### config.mk
export PLATFORM = sky130hd
export DESIGN_NAME = wb_sdram_arbiter
export DESIGN_NICKNAME = d
export VERILOG_FILES = /design/src/rtl/wb_sdram_arbiter.sv
export SDC_FILE = /design/constraint.sdc
export NUM_CORES = 1
export LEC_CHECK = 0
export ABC_AREA = 1
export CAP_MARGIN = 20
export CORE_AREA = 2 2 98 100
export CTS_CLUSTER_DIAMETER = 100
export CTS_CLUSTER_SIZE = 10
export DETAILED_ROUTE_END_ITERATION = 10
export DIE_AREA = 0 0 100 102
export HOLD_SLACK_MARGIN = 0.06
export PLACE_DENSITY_LB_ADDON = 0.05
export SYNTH_ARGS = -nofsm -noshare
export SYNTH_HDL_FRONTEND = slang
export SYNTH_SLANG_ARGS = --single-unit
### constraint.sdc
create_clock -name clk -period 1.6 [get_ports clk]
set_input_delay 0.32 -clock clk [delete_from_list [all_inputs] [get_ports clk]]
set_output_delay 0.32 -clock clk [all_outputs]
set_load 0.02 [all_outputs]
### src/rtl/wb_sdram_arbiter.sv
// Round-robin Wishbone B3 arbiter that shares the single sdram_ctrl slave port among NUM_M masters.
// A grant is held for a whole WB cycle, and a slave that never acks is aborted after TIMEOUT cycles.
`timescale 1ns/1ps
module wb_sdram_arbiter #(
    parameter int NUM_M   = 2,
    parameter int AW      = 23,
    parameter int DW      = 32,
    parameter int TIMEOUT = 1023
) (
    input  logic                clk,
    input  logic                rst_n,
    input  logic [NUM_M-1:0]    m_cyc_i,
    input  logic [NUM_M-1:0]    m_stb_i,
    input  logic [NUM_M-1:0]    m_we_i,
    input  logic [NUM_M*AW-1:0] m_addr_i,
    input  logic [NUM_M*DW-1:0] m_dat_i,
    output logic [DW-1:0]       m_dat_o,
    output logic [NUM_M-1:0]    m_ack_o,
    output logic [NUM_M-1:0]    m_err_o,
    output logic [NUM_M-1:0]    m_stall_o,
    output logic                s_cyc_o,
    output logic                s_stb_o,
    output logic                s_we_o,
    output logic [AW-1:0]       s_addr_o,
    output logic [DW-1:0]       s_dat_o,
    input  logic [DW-1:0]       s_dat_i,
    input  logic                s_ack_i,
    output logic [NUM_M-1:0]    grant_o,
    output logic                busy_o
);
    localparam int IW = $clog2(NUM_M);
    localparam int TW = $clog2(TIMEOUT + 1);
    localparam logic [IW:0]   NM   = (IW+1)'(NUM_M);
    localparam logic [TW-1:0] TMAX = TW'(TIMEOUT);

    typedef enum logic [1:0] {IDLE, OWN, ABORT} state_t;

    state_t           state_q, state_d;
    logic [NUM_M-1:0] grant_q, grant_d;
    logic [IW-1:0]    gidx_q, gidx_d;
    logic [IW-1:0]    ptr_q, ptr_d;
    logic [TW-1:0]    tcnt_q, tcnt_d;

    logic [NUM_M-1:0]         req;
    logic [2*NUM_M-1:0]       req_rot;
    logic [IW:0]              sum;
    logic [IW:0]              nsum;
    logic [IW-1:0]            pick;
    logic                     pick_vld;
    logic [IW-1:0]            gnext;
    logic                     own;
    logic [NUM_M-1:0][AW-1:0] addr_v;
    logic [NUM_M-1:0][DW-1:0] wdat_v;

    assign req    = m_cyc_i & m_stb_i;
    assign addr_v = m_addr_i;
    assign wdat_v = m_dat_i;

    // Rotate requests so bit 0 is the pointer's master; the lowest set bit wins.
    always_comb begin
        req_rot  = {req, req} >> ptr_q;
        pick     = '0;
        pick_vld = 1'b0;
        sum      = '0;
        for (int k = NUM_M - 1; k >= 0; k--) begin
            if (req_rot[k]) begin
                sum = {1'b0, ptr_q} + (IW+1)'(k);
                if (sum >= NM) sum = sum - NM;
                pick     = sum[IW-1:0];
                pick_vld = 1'b1;
            end
        end
    end

    always_comb begin
        nsum = {1'b0, gidx_q} + (IW+1)'(1);
        if (nsum >= NM) nsum = '0;
        gnext = nsum[IW-1:0];
    end

    always_ff @(posedge clk) begin
        if (!rst_n) begin
            state_q <= IDLE;
            grant_q <= '0;
            gidx_q  <= '0;
            ptr_q   <= '0;
            tcnt_q  <= '0;
        end else begin
            state_q <= state_d;
            grant_q <= grant_d;
            gidx_q  <= gidx_d;
            ptr_q   <= ptr_d;
            tcnt_q  <= tcnt_d;
        end
    end

    always_comb begin
        state_d = state_q;
        grant_d = grant_q;
        gidx_d  = gidx_q;
        ptr_d   = ptr_q;
        tcnt_d  = '0;
        unique case (state_q)
            IDLE: begin
                if (pick_vld) begin
                    state_d       = OWN;
                    grant_d       = '0;
                    grant_d[pick] = 1'b1;
                    gidx_d        = pick;
                end
            end
            OWN: begin
                // Releasing cyc beats everything; an ack on the limit cycle beats the abort.
                if (!m_cyc_i[gidx_q]) begin
                    state_d = IDLE;
                    grant_d = '0;
                    ptr_d   = gnext;
                end else if (s_ack_i || !m_stb_i[gidx_q]) begin
                    tcnt_d = '0;
                end else if (tcnt_q == TMAX) begin
                    state_d = ABORT;
                end else begin
                    tcnt_d = tcnt_q + 1'b1;
                end
            end
            ABORT: begin
                state_d = IDLE;
                grant_d = '0;
                ptr_d   = gnext;
            end
            default: state_d = IDLE;
        endcase
    end

    assign own       = (state_q == OWN);
    assign s_cyc_o   = own & m_cyc_i[gidx_q];
    assign s_stb_o   = own & m_stb_i[gidx_q];
    assign s_we_o    = m_we_i[gidx_q];
    assign s_addr_o  = addr_v[gidx_q];
    assign s_dat_o   = wdat_v[gidx_q];
    assign m_dat_o   = s_dat_i;
    assign m_ack_o   = (own && s_ack_i) ? grant_q : '0;
    assign m_err_o   = (state_q == ABORT) ? grant_q : '0;
    assign m_stall_o = ~grant_q;
    assign grant_o   = grant_q;
    assign busy_o    = (state_q != IDLE);
endmodule
==> flow_metrics.tcl, run 1 <==
set metrics [dict create \
    status "finished clean" \
    wl_per_cell_um 14.8 \
    seq_power_share_pct 20.5 \
    die_h_um 102 \
    die_w_um 100 \
    ir_worst_vdd_mv 0.278 \
    instances_no_fill 616 \
    synthFlopType "dfxtp_1" \
    cts-buffers-inserted 3 \
    crit_path_max_incr_delay_ns 0.42 \
    routabilityCongestion 0.861 \
    hold_buffers 0 \
    r2r-start "state_q[1]" \
    finish.utilization_pct 41.1 \
    drive_gt1_share_pct 23.8 \
    syn_avg_cell_area_um2 5.55 \
    rr_endpoint "grant_o[0]" \
    finalNetCount 663 \
    crit_fanout 13 \
    synthArstFlopShare_pct 0 \
    dieArea_um2 10200 \
    seqCellArea_um2 325 \
    cp_cell_sequence "buf_12, buf_12, nand2_1, nand2_1, buf_4" \
    dp_hpwl_um 7540 \
    htree_levels 1 \
    worst_clock_skew_ns 0.000869 \
    intPower_mw 1.31 \
    port_buffers 185 \
    multiInputGateArea_um2 1170 \
    drv_slew 0 \
    final.period_utilization_pct 97.8 \
    drt_first_pass_iters 4 \
    antenna_left 0 \
    synthDistinctLibCells 25 \
    crit_buf_inv 3 \
    cp-end-kind "output pin" \
    leakagePower_nw 1.87 \
    synth_edf_count 0 \
    via_per_inst 3.94 \
    fin_ws_ns 0.0359 \
    hold_start "tcnt_q[0]" \
    grt_pass1_wl_um 13100 \
    setup_viol 0 \
    power_switching_share_pct 39.8 \
    path_class "reg2out" \
    hold_ws_ns 0.446 \
    power_frac_comb_pct 66.1 \
    switching_power_uw 866 \
    row_count 35 \
    reg2regPathDepth 10 \
    most-common-layout-cells "nand2_1 (189), clkdlybuf4s50_1 (116), buf_4 (35), buf_2 (34)" \
    fill_cells 1017 \
    synthCells 334 \
    root_buffer "clkbuf_8" \
    fin_crit_ns 1.56 \
    startpoint_type "register" \
    clkSlewWorstSetupHoldPaths_ns 0.06 \
    crit_required_ns 1.28 \
    r2r_slack_ns 0.16 \
    drtIter0Drc 73 \
    numClockSinks 16 \
    synth-warning-count 0 \
    cts_tree "yes" \
    grt_usage_pct 16.6 \
    clkPwrFrac_pct 13.4 \
    final-hold-violation-count 0 \
    seq_area_frac_synth_pct 17.3 \
    gr-total-overflow 0 \
    worstMarginPinSlew_ns 0.296 \
    io_pins 250 \
    worst-endpoint-arrival_ns 1.24 \
    finalPower_mw 2.18 \
    hold_class "reg2reg" \
    crit_path_start "gidx_q" \
    synth_fp_nets 490 \
    ys_seq_elements 16 \
    hold-path-cell-count 1 \
    antenna_found_initial 0 \
    power_density_nw_per_um2 582 \
    slew_headroom_pct 80.1 \
    syn_to_final_growth_pct 102 \
    dp_cells 612 \
    core_um2 9110 \
    clock_path_buffers 2 \
    crit_family "buffers and inverters" \
    crit_path_top_delay_cell "dfxtp_4" \
    mostFrequentLayoutCell "nand2_1" \
    grt_pass1_vias 2300 \
    maxCapViolCount 0 \
    rsz0062_at_grt "yes" \
    totalWireLength_um 9130 \
    clock.fmax_ghz 0.639 \
    syn_area_um2 1850 \
    cts_setup_buffers 0 \
    vias 2424 \
    min_to "tcnt_q[0]" \
    place_ws_ns -0.409 \
    antenna_cells 0 \
    grt_max_degree 27 \
    drcViolationCount 0 \
    clk_latency_ns 0.24 \
    start_util_pct 20.3 \
]
power by group through the flow:
stage / Combinational (mW) / Sequential, mW / Clock [mW]
floorplan: 0.720 / 0.456 / 0
global placement: 1.51 / 0.447 / 0
detailed placement: 1.51 / 0.448 / 0
CTS: 1.40 / 0.440 / 0.313
global route: 1.56 / 0.450 / 0.321
finish: 1.44 / 0.447 / 0.292
flip-flops by register name, indices dropped and copies added, names as in the netlist:
signal and count:
ptr_q 1, gidx_q 1, state_q 2, tcnt_q 10
grant_o 2
worst reg2reg max path: cells and delay by family (launching register included):
family                     cells  cell delay [ns]
DFF                            1             0.34
and+or+nand+nor                4             0.36
buffers and inverters          4             0.39
adders and majority gates      1             0.19
AOI/OAI and AO/OA              1             0.06
through the flow:
stage	setup TNS (ns)	instance area [um2]
final	0	3740
after global routing	-0.112	3740
after CTS	-0.0670	3700
after detailed placement	-14.44	3800
after global placement	-14.05	3800
after floorplan	0	1850
metal layers:
layer / track usage (%) / part of all wire (%) / vias up
met5: 0 / 0 / -
met4: 3.58 / 1.1 / 0
met3: 4.24 / 7.6 / 9
li1: - / - / 1314
met2: 29.1 / 48 / 103
met1: 20.7 / 43 / 998
Yosys cell counts (3+ instances only):
cell / instances / area, um2
xor2_1: 4 / 35.0
nand2_1: 192 / 721
a21oi_1: 6 / 30.0
dfxtp_1: 16 / 320
nor3b_2: 3 / 37.5
inv_1: 20 / 75.1
clkbuf_1: 4 / 15.0
buf_4: 32 / 240
nor2_2: 3 / 18.8
nor2_4: 3 / 33.8
nand3_1: 7 / 35.0
nor2_1: 17 / 63.8
ha_1: 5 / 62.6
buf_2: 8 / 40.0
worst max-delay path by stage:
stage / to / slack, ns / depth (start not counted)
global placement: s_stb_o / -0.40 / 6
floorplan: m_ack_o[0] / 0.11 / 2
finish: s_addr_o[17] / 0.04 / 5
detailed placement: s_cyc_o / -0.41 / 6
global route: s_addr_o[17] / -0.03 / 5
CTS: s_stb_o / -0.06 / 6
area by class of cell:
type | instances | share of cell area [%]
Inverter | 21 | 2.24
Sequential cell | 16 | 8.69
Tap cell | 111 | 3.71
Clock buffer | 3 | 1.10
Multi-Input combinational cell | 252 | 31.3
Timing Repair Buffer | 213 | 52.9
kinds of logic after synthesis:
group	share of synthesized area, %
xor gates and xnor gates	1.89
AOI/OAI and AO/OA	2.70
buffers and inverters	20.8
adders and majority gates	3.38
DFF	17.3
and+or+nand+nor	54.0
repair_timing:
action	4_1_cts	5_1_grt
setup endpoints to repair	64	51
cloned	0	1
pin swaps	1	5
gates resized for setup	236	79
No activity file was read; power rests on OpenSTA's default activity.
==> run 2: changes to the inputs <==
PLACE_DENSITY = 0.68   (was default)
PLACE_DENSITY_LB_ADDON = default   (was 0.05)
==> run 2 against run 1 <==
Compared with the run above: routed wire length is 2.7% lower; critical path depth up 1; largest power group unchanged; non-clock buffer count decreased by 5; largest cell class unchanged; fmax shrank 2.1%.
==> flow_metrics.tcl, run 2 (synthesis results as in run 1) <==
set metrics [dict create \
    gr-total-overflow 0 \
    reg2regPathDepth 10 \
    die_h_um 102 \
    port_buffers 185 \
    status "finished clean" \
    numClockSinks 16 \
    vias 2544 \
    clkSlewWorstSetupHoldPaths_ns 0.06 \
    wl_per_cell_um 14.5 \
    htree_levels 1 \
    leakagePower_nw 1.84 \
    grt_usage_pct 15.9 \
    totalWireLength_um 8880 \
    syn_to_final_growth_pct 102 \
    drtIter0Drc 77 \
    clkPwrFrac_pct 16.0 \
    rr_endpoint "grant_o[0]" \
    hold_class "reg2reg" \
    drive_gt1_share_pct 26.1 \
    worst_clock_skew_ns 0.000552 \
    rsz0062_at_grt "yes" \
    intPower_mw 1.36 \
    worstMarginPinSlew_ns 0.356 \
    maxCapViolCount 0 \
    setup_viol 0 \
    cp-end-kind "output pin" \
    io_pins 250 \
    grt_max_degree 32 \
    drt_first_pass_iters 4 \
    final.period_utilization_pct 99.8 \
    switching_power_uw 894 \
    most-common-layout-cells "nand2_1 (171), clkdlybuf4s50_1 (119), buf_2 (40), nand2_2 (20)" \
    path_class "reg2out" \
    antenna_cells 0 \
    finalNetCount 658 \
    hold_ws_ns 0.452 \
    final-hold-violation-count 0 \
    grt_pass1_wl_um 12800 \
    top_register "tcnt_q" \
    hold_buffers 0 \
    power_switching_share_pct 39.7 \
    finish.utilization_pct 41.1 \
    power_frac_comb_pct 64.2 \
    via_per_inst 4.16 \
    post_dp_cell_area_um2 3750 \
    cts-buffers-inserted 3 \
    drcViolationCount 0 \
    clock_path_buffers 2 \
    drv_slew 0 \
    clock.fmax_ghz 0.626 \
    hold-path-cell-count 1 \
    row_count 35 \
    antenna_found_initial 0 \
    r2r-start "state_q[1]" \
    dieArea_um2 10200 \
    slew_headroom_pct 76.0 \
    die_w_um 100 \
    hold_start "tcnt_q[0]" \
    dp_hpwl_um 7270 \
    fin_crit_ns 1.60 \
    worst-endpoint-arrival_ns 1.28 \
    startpoint_type "register" \
    fill_cells 970 \
    start_util_pct 20.3 \
    grt_pass1_vias 2460 \
    core_um2 9110 \
    root_buffer "clkbuf_8" \
    largest_reg_flops 10 \
    routabilityCongestion 0.863 \
    seq_power_share_pct 19.8 \
    power_density_nw_per_um2 601 \
    crit_path_start "gidx_q" \
    antenna_left 0 \
    min_to "tcnt_q[0]" \
    crit_fanout 12 \
    finalPower_mw 2.25 \
    r2r_slack_ns 0.15 \
    final_cell_area_um2 3750 \
    crit_required_ns 1.28 \
    cts_tree "yes" \
    mostFrequentLayoutCell "nand2_1" \
    clk_latency_ns 0.25 \
    ir_worst_vdd_mv 0.584 \
]
-- run 2: cell types whose count changed in the layout (fill, tap and decap cells not counted), moves of 3 or more --
cell,change
nand2_1,-18
buf_4,-16
nand2_2,+16
buf_2,+6
buf_6,+6
clkdlybuf4s50_1,+3
dlymetal6s2s_1,-3
-- run 2: power by group through the flow --
stage                     logic (mW)  clock network [mW]  registers (mW)
after floorplan                0.720                   0           0.456
after global placement          1.48                   0           0.450
after detailed placement        1.49                   0           0.451
after CTS                       1.47               0.366           0.444
after global routing            1.56               0.380           0.450
final                           1.45               0.361           0.447
-- run 2: how the worst max path moves through the flow --
stage	to	slack [ns]
floorplan	m_ack_o[0]	0.11
global placement	s_cyc_o	-0.44
detailed placement	s_cyc_o	-0.42
CTS	s_dat_o[23]	-0.01
global route	s_dat_o[16]	-0.06
finish	s_dat_o[16]	0.003
-- run 2: per-stage QoR --
stage	worst slack, ns	TNS (ns)	std cells
after CTS	-0.0106	-0.0143	612
final	0.00298	0	612
after floorplan	0.112	0	334
after detailed placement	-0.424	-13.13	607
after global routing	-0.0566	-0.242	612
after global placement	-0.437	-12.92	607
-- run 2: what timing repair did --
item | 4_1_cts | 5_1_grt
resized for setup | 251 | 48
setup endpoints to repair | 65 | 47
cloned | 1 | 0
pin swaps | 2 | 1
setup buffers | 0 | 0
-- run 2: critical path: stages, from the launching register on --
cell and delay [ns]:
dfxtp_4 0.42, inv_8 0.06, buf_12 0.15, buf_8 0.13
nand2_2 0.06, nand2_2 0.06, buf_6 0.13
-- run 2: metal layers --
layer / wire, um / up-vias / track usage (%) / part of all wire [%]
met5: 0 / - / 0 / 0
met4: 308 / 0 / 4.43 / 3.5
met3: 811 / 18 / 3.97 / 9.1
met2: 4390 / 134 / 29.7 / 49
met1: 3370 / 1091 / 18.0 / 38
li1: - / 1301 / - / -
-- run 2: area by class of cell --
class	count	area [um2]	area share, %
Timing Repair Buffer	208	1920	51.2
Multi-Input combinational cell	252	1220	32.6
Sequential cell	16	325	8.68
Tap cell	111	139	3.71
Inverter	21	86.3	2.30
Clock buffer	4	55.1	1.47
==> run 3: changes to the inputs <==
RECOVER_POWER = 100   (was default)
==> run 3 against run 2 <==
Compared with the run above: clock power barely moved; design area decreased by 1.9%; fmax about the same; setup slack about the same; first-iteration DRC count is 5.2% lower; critical path depth did not move; critical path type unchanged; largest cell class unchanged.
==> flow_metrics.tcl, run 3 (synthesis results as in run 1) <==
set metrics [dict create \
    post_dp_cell_area_um2 3750 \
    final_cell_area_um2 3680 \
    power_density_nw_per_um2 604 \
    drt_first_pass_iters 4 \
    fin_tns_setup_ns 0 \
    drive_gt1_share_pct 24.6 \
    routabilityCongestion 0.863 \
    vias 2552 \
    dieArea_um2 10200 \
    port_buffers 185 \
    grt_pass1_vias 2460 \
    status "finished clean" \
    core_um2 9110 \
    rsz0062_at_grt "yes" \
    io_pins 250 \
    most-common-layout-cells "nand2_1 (173), clkdlybuf4s50_1 (119), clkbuf_2 (40), inv_1 (19)" \
    clkSlewWorstSetupHoldPaths_ns 0.06 \
    grt_pass1_wl_um 12800 \
    antenna_left 0 \
    grt_usage_pct 15.9 \
    fin_ws_ns 0.00277 \
    crit_required_ns 1.28 \
    leakagePower_nw 1.82 \
    die_h_um 102 \
    maxCapViolCount 0 \
    hold_ws_ns 0.451 \
    startpoint_type "register" \
    wl_per_cell_um 14.5 \
    setup_viol 0 \
    final-hold-violation-count 0 \
    finalNetCount 658 \
    fill_cells 985 \
    top_register "tcnt_q" \
    via_per_inst 4.17 \
    place_ws_ns -0.424 \
    worst_clock_skew_ns 0.00181 \
    row_count 35 \
    start_util_pct 20.3 \
    slew_headroom_pct 80.2 \
    dp_hpwl_um 7270 \
    grt_max_degree 32 \
    clock.fmax_ghz 0.626 \
    drtIter0Drc 73 \
    clk_latency_ns 0.25 \
    die_w_um 100 \
    ir_worst_vdd_mv 0.570 \
    gr-total-overflow 0 \
    fin_crit_ns 1.60 \
    totalWireLength_um 8900 \
    antenna_found_initial 0 \
    drv_slew 0 \
    numClockSinks 16 \
    cts_tree "yes" \
    hold_class "reg2reg" \
    largest_reg_flops 10 \
    root_buffer "clkbuf_8" \
    worstMarginPinSlew_ns 0.294 \
    path_class "reg2out" \
    final.period_utilization_pct 99.8 \
    cts-buffers-inserted 3 \
    finish.utilization_pct 40.4 \
    syn_to_final_growth_pct 98.4 \
    worst-endpoint-arrival_ns 1.28 \
    crit_fanout 12 \
    mostFrequentLayoutCell "nand2_1" \
    htree_levels 1 \
    clock_path_buffers 2 \
    cp-end-kind "output pin" \
    antenna_cells 0 \
    drcViolationCount 0 \
]
## run 3: cell count changes in the layout (fill, tap and decap cells not counted), sizes merged
cell	before	now
clkbuf	6	49
buf	84	42
dlymetal6s2s	1	0
## run 3: power breakdown
| part | leakage [nW] | internal, mW | switching (mW) |
|---|---|---|---|
| registers | 0.131 | 0.424 | 0.0222 |
| logic | 1.66 | 0.683 | 0.727 |
| clock network | 0.0288 | 0.219 | 0.143 |
| total | 1.82 | 1.33 | 0.893 |
## run 3: repair_timing
item	CTS	global route
gates cloned	1	0
resized for setup	251	48
pin swaps	2	1
hold buffers	0	0
endpoints found under the setup margin	65	47
setup buffers	0	0
## run 3: path summary, 6_finish.rpt
kind                                  from           to  cells after the start  slack (ns)
worst min-delay path             tcnt_q[0]    tcnt_q[0]                      1        0.45
worst max register to register  state_q[1]   grant_o[0]                     10        0.15
worst max-delay path                gidx_q  s_dat_o[16]                      6       0.003
worst min register to register   tcnt_q[0]    tcnt_q[0]                      1        0.45
## run 3: cell type report
class	instances	area, um2	area share [%]
well taps	111	139	3.78
clock buffers	4	55.1	1.50
multi-input cells	252	1200	32.6
repair buffers	208	1870	50.9
inverters	21	86.3	2.35
flip-flops and latches	16	325	8.85
## run 3: metrics by stage
| step | instances | power, mW |
|---|---|---|
| floorplan | 334 | 1.18 |
| global placement | 607 | 1.93 |
| detailed placement | 607 | 1.94 |
| CTS | 612 | 2.28 |
| global route | 612 | 2.36 |
| finish | 612 | 2.22 |
## run 3: worst max-delay path, cell delays in order (launching register included)
cell,delay (ns)
dfxtp_4,0.42
inv_8,0.06
buf_12,0.15
buf_8,0.13
nand2_2,0.06
nand2_2,0.06
buf_6,0.13
## run 3: layer usage
metal | vias up | part of all wire (%) | GRT usage [%]
met4 | 0 | 3.2 | 4.43
met1 | 1092 | 38 | 18.0
met3 | 16 | 9.2 | 3.97
li1 | 1303 | - | -
met2 | 141 | 50 | 29.7
met5 | - | 0 | 0
